**src/rtl/pipelined_barrel_shifter.sv**
```systemverilog
// Multi-mode (SRL/SRA/SLL/ROR) barrel shifter, one log-step per stage, LAT = log2(WIDTH)+2 enabled cycles.
// No backpressure: 'en' freezes the whole pipe; 'test' turns every data register into one scan chain.
module pipelined_barrel_shifter #(
  parameter int WIDTH = 32
) (
  input  logic                     clk,
  input  logic                     rst,
  input  logic                     en,
  input  logic                     in_valid,
  input  logic [WIDTH-1:0]         in_data,
  input  logic [$clog2(WIDTH)-1:0] in_amt,
  input  logic [1:0]               in_op,
  output logic                     out_valid,
  output logic [WIDTH-1:0]         out_data,
  input  logic                     test,
  input  logic                     s_in,
  output logic                     s_out
);
  localparam int LOG2W = $clog2(WIDTH);
  localparam int LAT   = LOG2W + 2;

  localparam logic [1:0] OP_SRA = 2'b01;
  localparam logic [1:0] OP_SLL = 2'b10;
  localparam logic [1:0] OP_ROR = 2'b11;

  function automatic logic [WIDTH-1:0] bitrev(input logic [WIDTH-1:0] x);
    logic [WIDTH-1:0] r;
    for (int i = 0; i < WIDTH; i++) r[i] = x[WIDTH-1-i];
    return r;
  endfunction

  logic [LAT-1:0][WIDTH-1:0] data_q, data_d, scan_d;
  logic [LAT-2:0][1:0]       op_q;
  logic [LOG2W-1:0]          fill_q;
  logic [LAT-1:0]            vld_q;
  logic [LOG2W-1:0]          amt_now;
  logic                      fill_in;

  assign fill_in   = (in_op == OP_SRA) & in_data[WIDTH-1];
  assign data_d[0] = (in_op == OP_SLL) ? bitrev(in_data) : in_data;
  assign scan_d[0] = {data_q[0][WIDTH-2:0], s_in};

  // Amount bit b is only consumed by stage LOG2W-b, so it rides a delay line of exactly that depth.
  for (genvar b = 0; b < LOG2W; b++) begin : g_amt
    localparam int D = LOG2W - b;
    logic [D-1:0] amt_q, amt_d;

    assign amt_d      = (amt_q << 1) | D'(in_amt[b]);
    assign amt_now[b] = amt_q[D-1];

    always_ff @(posedge clk or posedge rst) begin
      if (rst)              amt_q <= '0;
      else if (!test && en) amt_q <= amt_d;
    end
  end

  for (genvar k = 1; k <= LOG2W; k++) begin : g_shift
    localparam int SH = WIDTH >> k;
    localparam logic [WIDTH-1:0] FILL_MASK = ~({WIDTH{1'b1}} >> SH);
    logic [WIDTH-1:0] src, rot, fil;

    assign src       = data_q[k-1];
    assign rot       = (src >> SH) | (src << (WIDTH - SH));
    assign fil       = (src >> SH) | ({WIDTH{fill_q[k-1]}} & FILL_MASK);
    assign data_d[k] = !amt_now[LOG2W-k] ? src : ((op_q[k-1] == OP_ROR) ? rot : fil);
  end

  assign data_d[LAT-1] = (op_q[LAT-2] == OP_SLL) ? bitrev(data_q[LAT-2]) : data_q[LAT-2];

  for (genvar k = 1; k < LAT; k++) begin : g_scan
    assign scan_d[k] = {data_q[k][WIDTH-2:0], data_q[k-1][WIDTH-1]};
  end

  always_ff @(posedge clk or posedge rst) begin
    if (rst)       data_q <= '0;
    else if (test) data_q <= scan_d;
    else if (en)   data_q <= data_d;
  end

  // Control state is frozen during scan so functional operation resumes with its beats intact.
  always_ff @(posedge clk or posedge rst) begin
    if (rst) begin
      op_q   <= '0;
      fill_q <= '0;
      vld_q  <= '0;
    end else if (!test && en) begin
      op_q   <= {op_q[LAT-3:0], in_op};
      fill_q <= {fill_q[LOG2W-2:0], fill_in};
      vld_q  <= {vld_q[LAT-2:0], in_valid};
    end
  end

  assign out_data  = data_q[LAT-1];
  assign out_valid = vld_q[LAT-1];
  assign s_out     = data_q[LAT-1][WIDTH-1];

endmodule

```
**config.mk**
```make
export PLATFORM = sky130hd
export DESIGN_NAME = pipelined_barrel_shifter
export DESIGN_NICKNAME = d
export VERILOG_FILES = /design/src/rtl/pipelined_barrel_shifter.sv
export SDC_FILE = /design/constraint.sdc
export NUM_CORES = 1
export LEC_CHECK = 0
export BUFFER_PORTS_ARGS = -buffer_cell sky130_fd_sc_hd__clkbuf_2
export CAP_MARGIN = 20
export CORE_AREA = 4 4 236 169
export CTS_CLUSTER_DIAMETER = 40
export CTS_CLUSTER_SIZE = 25
export DETAILED_ROUTE_END_ITERATION = 8
export DIE_AREA = 0 0 240 173
export GPL_ROUTABILITY_DRIVEN = 0
export GPL_TIMING_DRIVEN = 0
export PLACE_DENSITY = 0.63
export SLEW_MARGIN = 20
export SYNTH_ARGS = -nofsm -noshare
export SYNTH_HDL_FRONTEND = slang
export SYNTH_SLANG_ARGS = --single-unit
export TNS_END_PERCENT = 10
```
**constraint.sdc**
```tcl
create_clock -name clk -period 19.3 [get_ports clk]
set_input_delay 3.86 -clock clk [delete_from_list [all_inputs] [get_ports clk]]
set_output_delay 3.86 -clock clk [all_outputs]
set_load 0.05 [all_outputs]
```
==> flow_summary.ini <==
[detailed_routing]
wire_per_inst_um = 21.4
drc = 0
drt-initial-drc-count = 1064
drt-total-wl_mm = 46.0
firstDrtPassIters = 5
viasPerCell = 5.82
ant_nets = 0
vias = 12500

[layout]
area_delta_synth_final_pct = 16.9
utilization_pct = 45.8
final_layout_size_suffix_gt1_share_pct = 18.0
antenna_cells = 0
fin_nets = 1664
nFillCells = 3617
multiInputGateArea_mm2 = 0.00701
seqCellArea_mm2 = 0.00658

[setup_path]
path_class = reg -> out
start_kind = flop
crit_required_ns = 15.44
crit_buf_inv = 2
critPathTopFamily = flip-flops
slowest_stage = dfrtp_1
crit_fanout = 3
endpoint_kind = primary output
critPathMaxStageDelay_ns = 0.41
crit_path_cell_trace = buf_4, clkbuf_2
arrival_ns = 1.33

[clock_network]
clkTransAtPathRegs_ns = 0.05
cts_root_buf = clkbuf_16
cts_hold_buf = 0
cts.sinks = 263
cts-htree-levels = 2
cts-resized-gates = 0
cts-buffers-inserted = 40
cts_tree = yes
clk_path_buf_depth = 3
clkLatencyLatePin_ns = 0.55
postCtsSetupRepairBufs = 0

[placed_design]
post-dp-hpwl_mm = 33.3
io_buffers = 76

[sta]
rsz0062_at_grt = false
worst_clock_skew_ns = 0.0347
finalWorstPathRequiredPeriod_ns = 5.19
slew_violations = 0
finalHoldViolCount = 0
fmax_mhz = 193
worst_slew_pin_slew_ns = 0.714
setup_violations = 0
period_share_pct = 26.9
maxSlewHeadroom_pct = 52.4
tns_ns = 0
hold_slack_ns = 0.463

[floorplanning]
die_area_mm2 = 0.0415
coreArea_mm2 = 0.0378
ios = 79
start_util_pct = 39.2
die_h_um = 173
dieWidth_um = 240
placementRows = 60

[global_route]
grt_pass1_vias = 12000
gr-usage-all-layers_pct = 21.9
grt_first_pass_wirelength_mm = 72.3
grt_overflow = 0
antenna_found_initial = 0
grt_max_degree = 102

[synthesis]
synth_warnings = 0
yosysTopAreaCell = dfrtp_1
syn_area_per_cell_um2 = 9.88
ys_seq_area_share_pct = 44.4
syn_area_mm2 = 0.0148
synth_top_area_share_pct = 44.4
synth_edf_count = 0
yosysMostFrequentCell = dfrtp_1
synth_common_cells = dfrtp_1, mux2i_1, nor2_1, a211oi_1, a21o_1
ys_seq_elements = 263
ys_top_cells_by_area = dfrtp_1, mux2i_1, a211oi_1
synthArstFlopShare_pct = 100
synth.net_count = 1544
synth_ff_type = dfrtp_1
synthCells = 1499
synth.distinct_cells = 33

[power]
ir_drop_uv = 67.0
p_per_area_mw_per_mm2 = 119
leakage_nw = 8.21

[min_path]
min_path_type = reg -> reg

[outcome]
status = completed

[job]
cap_violations = 0
## flip-flops by register name, summed over array words and instances (netlist names)
signal,flops
op_q,12
g_shift.src,160
g_amt.amt_q,15
out_data,32
data_q,32
fill_q,5
vld_q,7
## per-stage QoR
step | power [mW] | worst slack [ns] | area (µm²) | cells
floorplan | 1.12 | 8.20 | 14800 | 1499
global placement | 1.26 | 4.79 | 15800 | 2071
detailed placement | 1.27 | 14.13 | 15900 | 2073
CTS | 2.06 | 14.10 | 17300 | 2146
global route | 2.15 | 14.06 | 17300 | 2146
finish | 2.06 | 14.11 | 17300 | 2146
## where the power goes
group	switching [mW]	internal, mW
clock network	0.282	0.500
logic	0.279	0.209
registers	0.135	0.654
## metal layers
metal | share of wire, % | GRT usage, % | up-vias
li1 | - | - | 5688
met1 | 50 | 35.9 | 6267
met2 | 40 | 28.9 | 466
met3 | 8.5 | 4.88 | 59
met4 | 1.6 | 4.61 | 0
met5 | 0 | 0 | -
## final timing paths
| check | startpoint | endpoint | slack (ns) | depth (start not counted) |
|---|---|---|---|---|
| max in group asynchronous | rst | out_data[20] | 14.84 | 3 |
| min reg2reg | vld_q[1] | vld_q[2] | 0.46 | 2 |
| min in group asynchronous | rst | g_shift[3].src[13] | 3.47 | 2 |
| max reg2reg | op_q[11] | out_data[17] | 17.70 | 5 |
| min | vld_q[1] | vld_q[2] | 0.46 | 2 |
| max | out_data[5] | out_data[5] | 14.11 | 2 |
## worst reg2reg max path: cells and delay by family (launching register included)
kind / cells / cell delay, ns
DFF: 1 / 0.39
AOI/OAI and AO/OA: 1 / 0.14
and+or+nand+nor: 1 / 0.07
muxes: 1 / 0.49
buffers and inverters: 2 / 0.38
## cell type report
class | instances | share of cell area [%]
clock buffer | 51 | 6.55
tap | 496 | 3.58
multi-input combinational | 1053 | 40.5
buffer | 178 | 6.95
timing repair buffer | 78 | 2.51
clock inverter | 22 | 1.80
inverter | 5 | 0.152
sequential | 263 | 38.0
## cell usage in the layout (no fill, tap or decap), types with 4 or more instances in the layout
master	synthesis	routed
o21ai_0	61	61
buf_6	35	35
buf_2	53	53
bufinv_16	0	6
clkbuf_1	32	36
o2111ai_1	16	16
buf_4	54	54
a21oi_1	93	93
nor3b_1	93	93
clkinv_4	0	6
clkbuf_2	3	79
nor2_1	130	130
mux2i_1	192	192
a21o_1	129	129
clkbuf_16	0	42
clkinvlp_4	0	4
a311oi_1	15	15
nand2_1	109	109
o211ai_1	16	16
o21ai_1	54	54
clkbuf_8	0	5
dfrtp_1	263	263
a211oi_1	129	129
## kinds of logic (layout without fill, tap and decap cells)
| kind of cell | after synthesis | after routing | synth area share (%) |
|---|---|---|---|
| AOI/OAI and AO/OA | 520 | 520 | 23.1 |
| and+or+nand+nor | 341 | 341 | 11.2 |
| DFF | 263 | 263 | 44.4 |
| muxes | 192 | 192 | 13.0 |
| buffers and inverters | 183 | 334 | 8.25 |
Power figures use the tool's default switching activity.
